[src/rtl/mac_rx.sv]
// RMII receive MAC: preamble/SFD lock, dst filter, header extract,
// FCS-stripped payload stream, CRC-32/length/alignment status.
// Ports: i_clk/i_rst_n clock and async active-low reset; i_rxd/i_crs_dv
// RMII pins; o_valid/o_data/o_sop payload stream; o_eop/o_status
// end-of-frame status {align,len,crc}; o_src_mac/o_etype header fields;
// o_drop discard pulse; o_busy frame in progress.
// Build option: MAC_RX_PROMISC_EN bypasses destination filtering.
module mac_rx #(
  parameter logic [47:0] MAC = 48'h0,
  parameter int MIN_FRAME = 64,
  parameter int MAX_FRAME = 1518
) (
  input  logic        i_clk,
  input  logic        i_rst_n,
  input  logic [1:0]  i_rxd,
  input  logic        i_crs_dv,
  output logic        o_valid,
  output logic [7:0]  o_data,
  output logic        o_sop,
  output logic        o_eop,
  output logic [2:0]  o_status,
  output logic [47:0] o_src_mac,
  output logic [15:0] o_etype,
  output logic        o_drop,
  output logic        o_busy
);

  typedef enum logic [2:0] {
    IDLE, WAIT_LOW, PREAMBLE, HEADER, PAYLOAD, DROP
  } state_t;

  localparam logic [10:0] MIN_L = 11'(MIN_FRAME);
  localparam logic [10:0] MAX_L = 11'(MAX_FRAME);
  localparam logic [31:0] RESIDUE = 32'hDEBB20E3;

  state_t           state;
  logic             fresh;
  logic [2:0]       pre_cnt;
  logic [1:0]       idx;
  logic [7:0]       cur;
  logic [10:0]      bcnt;
  logic [31:0]      crc;
  logic [31:0]      crc_byte;
  logic             own_ok;
  logic             bc_ok;
  logic [47:0]      src_sh;
  logic [7:0]       et_hi;
  logic [3:0][7:0]  hold;
  logic             sop_done;
  logic             eop_pend;

  function automatic logic [31:0] crc2(
    input logic [31:0] c,
    input logic [1:0]  d
  );
    logic [31:0] r;
    r = c;
    for (int i = 0; i < 2; i++)
      r = (r >> 1) ^ ((r[0] ^ d[i]) ? 32'hEDB88320 : 32'h0);
    return r;
  endfunction

  logic        rx_on;
  logic        byte_done;
  logic [7:0]  byte_val;
  logic [31:0] crc_nx;
  logic [10:0] bcnt_nx;
  logic [7:0]  mac_b;
  logic        own_nx;
  logic        bc_nx;
  logic [2:0]  status;

  assign rx_on = (state == HEADER) || (state == PAYLOAD) ||
                 (state == DROP);
  assign byte_done = rx_on && i_crs_dv && (idx == 2'd3);
  assign byte_val = {i_rxd, cur[5:0]};
  assign crc_nx = crc2(crc, i_rxd);
  assign bcnt_nx = (bcnt == 11'h7FF) ? bcnt : bcnt + 11'd1;
  assign own_nx = own_ok && (byte_val == mac_b);
  assign bc_nx = bc_ok && (byte_val == 8'hFF);

  // CRC is judged on whole bytes only, so a trailing partial
  // byte does not disturb the residue check.
  assign status = {
    idx != 2'd0,
    (bcnt < MIN_L) || (bcnt > MAX_L),
    crc_byte != RESIDUE
  };

  always_comb begin
    case (bcnt[2:0])
      3'd0:    mac_b = MAC[47:40];
      3'd1:    mac_b = MAC[39:32];
      3'd2:    mac_b = MAC[31:24];
      3'd3:    mac_b = MAC[23:16];
      3'd4:    mac_b = MAC[15:8];
      3'd5:    mac_b = MAC[7:0];
      default: mac_b = 8'h00;
    endcase
  end

  always_ff @(posedge i_clk or negedge i_rst_n) begin
    if (!i_rst_n) begin
      state     <= IDLE;
      fresh     <= 1'b0;
      pre_cnt   <= '0;
      idx       <= '0;
      cur       <= '0;
      bcnt      <= '0;
      crc       <= '1;
      crc_byte  <= '1;
      own_ok    <= 1'b0;
      bc_ok     <= 1'b0;
      src_sh    <= '0;
      et_hi     <= '0;
      hold      <= '0;
      sop_done  <= 1'b0;
      eop_pend  <= 1'b0;
      o_valid   <= 1'b0;
      o_data    <= '0;
      o_sop     <= 1'b0;
      o_eop     <= 1'b0;
      o_status  <= '0;
      o_src_mac <= '0;
      o_etype   <= '0;
      o_drop    <= 1'b0;
      o_busy    <= 1'b0;
    end else begin
      o_valid <= 1'b0;
      o_sop   <= 1'b0;
      o_eop   <= 1'b0;
      o_drop  <= 1'b0;

      if (rx_on && i_crs_dv) begin
        crc <= crc_nx;
        idx <= idx + 2'd1;
        cur[{idx, 1'b0} +: 2] <= i_rxd;
        if (idx == 2'd3) begin
          crc_byte <= crc_nx;
          bcnt     <= bcnt_nx;
        end
      end

      case (state)
        IDLE: begin
          fresh <= 1'b1;
          // Carrier already up, or mid-frame data: never lock.
          if (i_crs_dv) begin
            if (!fresh || i_rxd[1]) begin
              state <= WAIT_LOW;
            end else if (i_rxd == 2'b01) begin
              state   <= PREAMBLE;
              pre_cnt <= 3'd1;
            end
          end
        end

        WAIT_LOW: begin
          if (!i_crs_dv) state <= IDLE;
        end

        PREAMBLE: begin
          if (!i_crs_dv) begin
            state <= IDLE;
          end else if (i_rxd == 2'b01) begin
            if (pre_cnt != 3'd7) pre_cnt <= pre_cnt + 3'd1;
          end else if (i_rxd == 2'b11 && pre_cnt >= 3'd4) begin
            state    <= HEADER;
            o_busy   <= 1'b1;
            crc      <= '1;
            crc_byte <= '1;
            idx      <= '0;
            bcnt     <= '0;
            own_ok   <= 1'b1;
            bc_ok    <= 1'b1;
            sop_done <= 1'b0;
            eop_pend <= 1'b0;
          end else begin
            state  <= DROP;
            o_drop <= 1'b1;
          end
        end

        HEADER: begin
          if (!i_crs_dv) begin
            state  <= IDLE;
            o_drop <= 1'b1;
            o_busy <= 1'b0;
          end else if (byte_done) begin
            if (bcnt < 11'd6) begin
              own_ok <= own_nx;
              bc_ok  <= bc_nx;
            end
`ifdef MAC_RX_PROMISC_EN
`else
            if (bcnt == 11'd5 && !(own_nx || bc_nx)) begin
              state  <= DROP;
              o_drop <= 1'b1;
            end
`endif
            if (bcnt >= 11'd6 && bcnt < 11'd12)
              src_sh <= {src_sh[39:0], byte_val};
            if (bcnt == 11'd12)
              et_hi <= byte_val;
            if (bcnt == 11'd13) begin
              o_src_mac <= src_sh;
              o_etype   <= {et_hi, byte_val};
              state     <= PAYLOAD;
            end
          end
        end

        PAYLOAD: begin
          if (!i_crs_dv) begin
            state  <= IDLE;
            o_busy <= 1'b0;
            if (sop_done) begin
              o_eop    <= 1'b1;
              o_status <= status;
            end else begin
              o_drop <= 1'b1;
            end
          end else if (byte_done) begin
            if (bcnt_nx > MAX_L) begin
              state    <= DROP;
              eop_pend <= 1'b1;
            end else begin
              // Four-byte holdback: the last four bytes are the FCS.
              hold <= {hold[2:0], byte_val};
              if (bcnt >= 11'd18) begin
                o_valid  <= 1'b1;
                o_data   <= hold[3];
                o_sop    <= !sop_done;
                sop_done <= 1'b1;
              end
            end
          end
        end

        DROP: begin
          if (!i_crs_dv) begin
            state  <= IDLE;
            o_busy <= 1'b0;
            if (eop_pend) begin
              o_eop    <= 1'b1;
              o_status <= status;
              eop_pend <= 1'b0;
            end
          end
        end

        default: state <= IDLE;
      endcase
    end
  end

endmodule

[config.mk]
export PLATFORM = sky130hd
export DESIGN_NAME = mac_rx
export DESIGN_NICKNAME = d
export VERILOG_FILES = /design/src/rtl/mac_rx.sv
export SDC_FILE = /design/constraint.sdc
export NUM_CORES = 1
export LEC_CHECK = 0
export BUFFER_PORTS_ARGS = -buffer_cell sky130_fd_sc_hd__buf_2
export CELL_PAD_IN_SITES_DETAIL_PLACEMENT = 1
export CELL_PAD_IN_SITES_GLOBAL_PLACEMENT = 1
export CORE_AREA = 2 2 162 164
export CTS_CLUSTER_DIAMETER = 120
export DETAILED_ROUTE_END_ITERATION = 12
export DIE_AREA = 0 0 164 166
export GPL_TIMING_DRIVEN = 0
export PLACE_DENSITY_LB_ADDON = 0.1
export SYNTH_ARGS = -nofsm -noshare
export SYNTH_HDL_FRONTEND = slang
export SYNTH_SLANG_ARGS = --single-unit
[constraint.sdc]
create_clock -name i_clk -period 7.6 [get_ports i_clk]
set_input_delay 0.38 -clock i_clk [delete_from_list [all_inputs] [get_ports i_clk]]
set_output_delay 0.38 -clock i_clk [all_outputs]
set_load 0.005 [all_outputs]
==> results by stage, run 1 <==
Run status:
- The flow ran to the end, and the final reports show no timing, DRC or antenna violations.

Hold path:
- The class of the most critical hold timing path is in2async.

Placement:
- The worst setup slack before clock tree synthesis is ~4.5 ns.
- The routability congestion estimate from global placement is roughly 0.8.
- The cell count after placement is approximately 1300.
- The number of buffers added on ports is 84.
- Summed over all nets, the half-perimeter wirelength after detailed placement is approximately 18 mm.

Layout:
- The count of cells in the finished layout, fillers not included, comes to 1356.
- The area occupied by multi-input gates is 4160 um2.
- The post-route netlist has between 30% and 40% of its cells at a drive strength greater than 1.
- The layout net count is just over 1000.
- The area overhead of the layout relative to synthesis is 16.6%.
- The number of antenna diodes in the final layout is 0.
- The sequential cell area is 6640 um2.
- The total of fill cells in the finished design is between 2000 and 3000.

Worst setup path:
- STA puts the critical path data required time at roughly 8.0 ns.
- The origin of the worst setup path is idx[0].
- The startpoint identified for the worst register-to-register timing path is idx[0].
- The critical path goes through ha_1, nand2_1, a21oi_1, and3_1, buf_4, buf_4, mux2_2.
- The largest incremental delay on the critical path is roughly 0.71 ns.
- The count of buffer and inverter cells on the critical path is 2.
- At the worst endpoint, the arrival time is 3.44 ns.
- In this design, the critical path's most frequently occurring cell is sky130_fd_sc_hd__buf_4.
- Across all register-to-register paths, the minimum setup slack is about 4.6 ns.
- The element type at the critical path end is a flop.
- The launching element type of the critical path is a flop.
- The cell family contributing the most delay on the critical path is compound AO/OA/AOI/OAI gates.
- By startpoint and endpoint, the worst setup path is classified as reg2reg.
- The worst-path cell with the longest stage delay is sky130_fd_sc_hd__a21oi_1.
- The largest fanout on the critical path is 10.

Timing:
- The sum of negative setup slack is 0 ns.
- The maximum clock skew at final layout is roughly 0.007 ns.
- The slack of the critical path is roughly 4.6 ns.
- The count of endpoints failing setup in the final report is 0.
- Headroom to the max-slew limit came out at around two fifths.
- Setup repair after global routing left no endpoint under its margin.
- The final max-slew violation count is 0.
- The highest achievable clock rate is 0.330 GHz.
- Dividing the final minimum period by the clock period gives 39.9%.
- The worst path needs just over 3 ns of the cycle, external delays included.
- The final hold violation count is 0.
- For the pin with the worst max-slew slack, the measured transition is 0.887 ns.

Logic synthesis:
- After synthesis, flip-flops and latches occupy 59.7% of the total area.
- Counting distinct cell types in the post-synthesis netlist gives 65.
- The number of instances in the synthesized netlist is between 800 and 900.
- Synthesis produced a netlist with a net count of between 800 and 900.
- In this run the cell area of the synthesized design comes to between 10000 and 15000 um2.
- In this run, synthesis inferred 0 flip-flops with an integrated enable.
- The number of synthesis warnings is 0.
- By area the synthesized netlist is led by sky130_fd_sc_hd__dfrtp_1, sky130_fd_sc_hd__mux2_2, sky130_fd_sc_hd__dfstp_2, sky130_fd_sc_hd__nand2_1, sky130_fd_sc_hd__o211ai_1.
- The most instantiated flip-flop cell in the synthesis netlist is sky130_fd_sc_hd__dfrtp_1.
- Averaged over all synthesized cells, the footprint is between 10 and 15 um2.
- Of all cell types, the one taking the most synthesized area is sky130_fd_sc_hd__dfrtp_1.
- The share of flip-flops with an asynchronous set or reset is between 90% and 100%.
- The synthesized design contains roughly 260 register bits.
- The share of the synthesized area in the top cell type is 44.6%.

Drt:
- The antenna violation net count after detailed routing is 0.
- In the routed design, unresolved DRC markers number 0.
- The via count of the routed design is slightly above 7000.
- For this block, the routed nets add up to 26.3 mm of wire.
- The number of iterations in the first detailed-routing pass is 4.
- The detailed router finished its first iteration with around 340 violations.
- The per-cell via count in the routed design is about 5.3.
- The detail-routed net length per standard cell is between 15 and 20 um.

Floorplanning:
- In this run the horizontal extent of the chip is 164 um.
- After floorplanning, the core was divided into 59 placement rows.
- Measured along the y axis, the die boundary spans 166 um.
- For this design the top-level I/O count stands at 85.
- The starting density of the core is between 40% and 50%.
- The die covers ~27000 um2.
- The area inside the core boundary is approximately 26000 um2.

Pwr:
- Across the VDD grid, the largest voltage drop is about 0.2 mV.
- The areal power density over the cells is 312 nW/um2.
- The leakage dissipation is roughly 6.3 nW.

CTS:
- The root buffer cell chosen for the clock tree is sky130_fd_sc_hd__clkbuf_16.
- The number of clock sinks seen by CTS is about 260.
- CTS built an H-tree with a depth of 1.
- The worst-case clock buffer depth is 3.
- Buffers added to address setup during post-CTS repair amount to 0.
- TritonCTS built the clock tree.
- After clock tree synthesis, the clock-pin slew on the worst setup and hold paths is approximately 0.06 ns.
- TritonCTS created 29 clock buffers.
- The clock insertion delay at the later pin of the skew report is 0.53 ns.

Global route:
- The global route total overflow is 0.
- The number of global-route vias before repair was between 7000 and 8000.
- The initial antenna violation count is 0.
- The largest net degree at the start of global routing is 119.
- The first global-routing pass estimated roughly 43 mm of wire.
- Global routing used around 20% of the available tracks.

Job:
- The total of max-cap violations is 0.
-- power by group --
part           leakage, nW  internal [mW]  switching [mW]
clock network        0.466          0.816           0.550
registers             3.38           1.72           0.175
logic                 2.45          0.311           0.472
-- logic make-up after synthesis --
family | count (synthesis) | synth area share (%)
multiplexers | 164 | 16.8
AND/OR/NAND/NOR | 259 | 10.9
flip-flops | 262 | 59.7
buffers and inverters | 60 | 2.78
AO/OA/AOI/OAI | 99 | 6.33
XOR/XNOR | 28 | 2.41
adder cells (fa/ha/maj) | 9 | 0.991
-- sequential cells by signal, summed over array words and instances, names as in the netlist, 2 cells and up --
name       cells
et_hi          8
crc_byte      32
state          3
crc           32
o_src_mac     48
bcnt          11
o_status       3
idx            2
pre_cnt        3
src_sh        48
o_data         8
hold          32
cur            6
o_etype       16
-- final cells by class --
| class | instances | area share [%] |
|---|---|---|
| clock buffers | 42 | 6.37 |
| inverters | 9 | 0.261 |
| multi-input cells | 559 | 32.1 |
| plain buffers | 51 | 2.13 |
| repair buffers | 87 | 3.83 |
| clock inverters | 11 | 0.812 |
| flip-flops and latches | 262 | 51.2 |
| well taps | 335 | 3.24 |
-- per-layer routing --
metal,share of wire (%),vias up,track usage [%]
met5,0,-,0
met4,1.3,0,3.74
met3,3.5,27,2.75
met2,50,114,34.5
met1,45,3720,27.2
li1,-,3331,-
-- placed cells by master (no fill, tap or decap), types with 6 or more instances in the layout --
| cell type | n |
|---|---|
| sky130_fd_sc_hd__dfrtp_1 | 198 |
| sky130_fd_sc_hd__mux2_2 | 152 |
| sky130_fd_sc_hd__nand2_1 | 127 |
| sky130_fd_sc_hd__buf_2 | 90 |
| sky130_fd_sc_hd__dfstp_2 | 64 |
| sky130_fd_sc_hd__nand3_1 | 42 |
| sky130_fd_sc_hd__o211ai_1 | 39 |
| sky130_fd_sc_hd__clkbuf_1 | 36 |
| sky130_fd_sc_hd__nor2_1 | 31 |
| sky130_fd_sc_hd__clkbuf_16 | 29 |
| sky130_fd_sc_hd__xnor2_1 | 21 |
| sky130_fd_sc_hd__a21oi_1 | 15 |
| sky130_fd_sc_hd__o21ai_0 | 13 |
| sky130_fd_sc_hd__nor3_1 | 11 |
| sky130_fd_sc_hd__inv_1 | 9 |
| sky130_fd_sc_hd__clkinv_2 | 9 |
| sky130_fd_sc_hd__ha_1 | 8 |
| sky130_fd_sc_hd__buf_6 | 7 |
| sky130_fd_sc_hd__mux2_4 | 7 |
| sky130_fd_sc_hd__nand4_1 | 6 |
| sky130_fd_sc_hd__buf_4 | 6 |
-- through the flow --
stage	utilization (%)	power (mW)	instance area [um2]	hold WS (ns)
2_1_floorplan	-	2.42	11100	0.0844
3_3_place_gp	46.6	2.67	11900	0.472
3_5_place_dp	46.9	2.71	12000	0.270
4_1_cts	50.6	4.10	13000	0.303
5_1_grt	50.6	4.28	13000	0.334
6_report	50.6	4.04	13000	0.312
-- repair_timing --
item / CTS / global route
resized for setup: 0 / 0
hold endpoints to repair: 33 / 0
hold buffers: 1 / 0
-- final timing paths --
check	endpoint	depth (start not counted)
setup / recovery	src_sh[42]	7
hold / removal	o_src_mac[8]	2
setup reg to reg	src_sh[42]	7
hold reg to reg	crc_byte[13]	2
max in group asynchronous	o_data[3]	3
min in group i_clk	state[2]	4
-- cells in the mapped netlist, types with 3 or more instances --
library cell / instances
sky130_fd_sc_hd__o32a_1: 3
sky130_fd_sc_hd__inv_1: 9
sky130_fd_sc_hd__dfrtp_1: 198
sky130_fd_sc_hd__mux2_4: 7
sky130_fd_sc_hd__and3_1: 5
sky130_fd_sc_hd__buf_2: 7
sky130_fd_sc_hd__xor2_2: 3
sky130_fd_sc_hd__o31ai_1: 4
sky130_fd_sc_hd__dfstp_2: 64
sky130_fd_sc_hd__nor3_1: 11
sky130_fd_sc_hd__nor4_1: 3
sky130_fd_sc_hd__buf_4: 6
sky130_fd_sc_hd__xor2_1: 4
sky130_fd_sc_hd__xnor2_1: 21
sky130_fd_sc_hd__mux2_2: 152
sky130_fd_sc_hd__nor3b_1: 3
sky130_fd_sc_hd__nand2_1: 127
sky130_fd_sc_hd__nand4_1: 6
sky130_fd_sc_hd__a21oi_1: 15
sky130_fd_sc_hd__nor2_1: 31
sky130_fd_sc_hd__o211ai_1: 39
sky130_fd_sc_hd__buf_1: 3
sky130_fd_sc_hd__nand3_1: 42
sky130_fd_sc_hd__ha_1: 8
sky130_fd_sc_hd__nand4b_1: 3
sky130_fd_sc_hd__buf_6: 7
sky130_fd_sc_hd__nor2b_1: 5
sky130_fd_sc_hd__a31oi_1: 4
sky130_fd_sc_hd__mux2i_1: 3
sky130_fd_sc_hd__clkbuf_1: 28
sky130_fd_sc_hd__nand2b_1: 5
sky130_fd_sc_hd__o21ai_0: 13
sky130_fd_sc_hd__a211oi_1: 3
-- worst register-to-register path: cells and delay by family, from the launching register on --
family                   cells  cell delay [ns]
AO/OA/AOI/OAI                1             0.71
buffers and inverters        2             0.47
AND/OR/NAND/NOR              2             0.57
flip-flops                   1             0.48
multiplexers                 1             0.35
adder cells (fa/ha/maj)      1             0.33
(Power assumes the default switching activity.)
==> run 2, diff against run 1 <==
- clock period: 7.6 -> 2.7 ns (I/O delays scaled with it)
==> run 2 against run 1 <==
  * Clock-buffer cell count unchanged
  * Critical endpoint is now o_data[3]
  * Critical path depth grew 3
  * Routed wire length unchanged
  * Highest routed layer unchanged
  * Register-to-register slack worse by 4.4 ns
  * Fmax rose by 18%
  * Final cell count up 0.59%
  * Critical path type unchanged
==> results by stage, run 2 (synthesis gave the netlist of run 1 again) <==
Run status:
- The flow ran to the end, and the final reports show no timing, DRC or antenna violations.

Placement:
- The worst setup slack before clock tree synthesis is -0.388 ns.
- Input and output buffers added on the ports amount to 84.
- The HPWL after detailed placement is between 15 and 20 mm.
- The routability congestion estimate from global placement is approximately 0.8.

Floorplanning:
- The horizontal die dimension is 164 um.
- In this run the vertical extent of the chip is 166 um.
- The region available for standard cell placement spans 25600 um2.
- Pin placement for this block handled between 80 and 90 I/O pins.
- For this configuration, the core starts out at a cell density of 43.4%.
- The floorplan has 59 rows.
- The floorplan step defined a die boundary enclosing 27200 um2.

Timing:
- The worst path uses about 95% of the clock period.
- The final critical path time including I/O delays and setup is between 2 and 3 ns.
- Setup repair after global routing left no endpoint under its margin.
- Derived from the worst setup path, the maximum achievable clock frequency is 0.388 GHz.
- The maximum clock skew at final layout is roughly 0.0073 ns.
- The slack of the critical path is 0.126 ns.
- The count of endpoints failing setup in the final report is 0.
- The final hold violation count is 0.
- The final max-slew violation count was 0.
- At the pin with the least slew margin, the transition time is slightly above 0.8 ns.
- In this run the tightest slew margin relative to its limit is between 40% and 50%.

Global route:
- The largest net degree at the start of global routing is roughly 120.
- The first-pass GRT wire length is approximately 44 mm.
- The number of global-route vias before repair is 7897.
- Global routing finished with a remaining overflow of 0.
- The initial antenna violation count is 0.
- Global routing used roughly a fifth of the available tracks.

Layout:
- Compared with the post-synthesis result, the final layout area differs by 17.7%.
- The utilization after layout is 51.0%.
- The largest registers in the layout are o_src_mac: 48 flops, src_sh: 48 flops.
- The final layout contains approximately 1000 nets.
- Leaving out fill and tap cells, the most frequent cells in the layout are sky130_fd_sc_hd__dfrtp_1, sky130_fd_sc_hd__mux2_2, sky130_fd_sc_hd__nand2_1.
- The leading cell type in the layout, fill and taps excluded is sky130_fd_sc_hd__dfrtp_1.
- Of the cells placed in the final design, the portion with a size suffix greater than 1 is slightly below 40%.
- The repair_antennas step left the layout with diodes totalling 0.

Worst setup path:
- The worst path arrival time is between 2 and 3 ns.
- The worst setup path is launched from a flop.
- Of all nets on the critical path, the largest fanout is 10.
- The count of buffer and inverter cells on the critical path is 3.
- The critical path is of the reg2reg type.
- For the worst setup path, the data required time is 3.11 ns.
- On the critical path, the stage with the largest delay is an instance of sky130_fd_sc_hd__a2111o_1.
- The cell type group with the largest total delay on the critical path is adder cells.
- For this run, the slowest stage of the critical path takes ~0.48 ns.
- The element type at the critical path end is a flop.
- The signal on the critical path passes through clkbuf_4, inv_1, ha_1, nor2_1, maj3_1, nand3b_1, a22oi_2, a2111o_1, buf_6, mux2_4.

CTS:
- The cell at the root of the clock tree is sky130_fd_sc_hd__clkbuf_16.
- The number of clock sinks seen by CTS is around 260.
- In this run, CTS created clock tree buffers numbering 29.
- The clock tree from TritonCTS is done.
- Clock-pin slew was measured on the worst setup and hold paths at 0.06 ns.
- The H-tree depth is 1.
- Clock latency on the worst-skew pair, taken at its later pin, is roughly 0.53 ns.
- In this run the deepest clock path goes through 3 buffers.

Drt:
- Summing over every cut layer, the via total after detailed routing is 7244.
- The number of iterations in the first detailed-routing pass is 4.
- The first routing iteration left 361 violations.
- The total wire length after detailed routing is about 26 mm.
- In the final routed layout, each cell accounts on average for 19.3 um.
- Once detail routing completed, the nets flagged for antenna violations numbered 0.
- Dividing the detail-routed via count by the number of cells gives around 5.3.
- After detailed routing, the number of remaining DRC violations is 0.

Pwr:
- The worst IR drop on VDD is around 0.56 mV.
- Power spread over the standard cell area amounts to between 800 and 900 nW/um2.
- The leakage dissipation is 6.35 nW.

Job:
- The total of max-cap violations is 0.

Hold path:
- The class of the most critical hold timing path is in2async.
run 2: what timing repair did:
item,4_1_cts,5_1_grt
hold buffers,1,0
resized for setup,8,6
endpoints found under the setup margin,153,59
pin swaps,2,1
setup buffers,3,5
endpoints found under the hold margin,198,0
run 2: path summary, 6_finish.rpt:
path                              start      endpoint  slack (ns)  depth (start not counted)
min reg2reg                crc_byte[13]  crc_byte[13]        0.48                          2
max                             bcnt[1]     o_data[3]        0.13                         10
max in group asynchronous       i_rst_n       bcnt[4]        1.76                          3
max reg2reg                     bcnt[1]     o_data[3]        0.13                         10
min                             i_rst_n  o_src_mac[8]        0.07                          2
min in group i_clk             i_crs_dv      state[2]        0.16                          4
run 2: layout make-up:
class,instances,area [um2]
buffer,51,278
clock buffer,42,825
clock inverter,11,105
fill,2678,12500
inverter,9,33.8
multi-input combinational,559,4220
sequential,262,6640
tap,335,419
timing repair buffer,95,556
run 2: per-stage QoR:
step | TNS (ns) | instances | instance area, um2 | power, mW | hold slack [ns]
final | 0 | 1364 | 13100 | 11.4 | 0.0674
after global routing | 0 | 1364 | 13100 | 12.1 | 0.0888
after detailed placement | -22.11 | 1302 | 12000 | 7.62 | 0.0246
after CTS | 0 | 1359 | 13000 | 11.6 | 0.0577
after floorplan | 0 | 881 | 11100 | 6.82 | -0.161
after global placement | -805.41 | 1300 | 11900 | 7.52 | 0.472
run 2: routing by layer:
| layer | share of wire, % | vias up | track usage [%] | wire (um) |
|---|---|---|---|---|
| met5 | 0 | - | 0 | 0 |
| met4 | 1.3 | 0 | 3.74 | 337 |
| met3 | 3.4 | 27 | 2.75 | 899 |
| met2 | 50 | 105 | 34.7 | 13200 |
| met1 | 45 | 3763 | 27.1 | 12000 |
| li1 | - | 3349 | - | - |
run 2: where the power goes:
part | switching, mW | internal, mW | total [mW]
combinational | 1.36 | 0.911 | 2.27
clock | 1.55 | 2.30 | 3.85
sequential | 0.479 | 4.84 | 5.32
total | 3.39 | 8.04 | 11.4
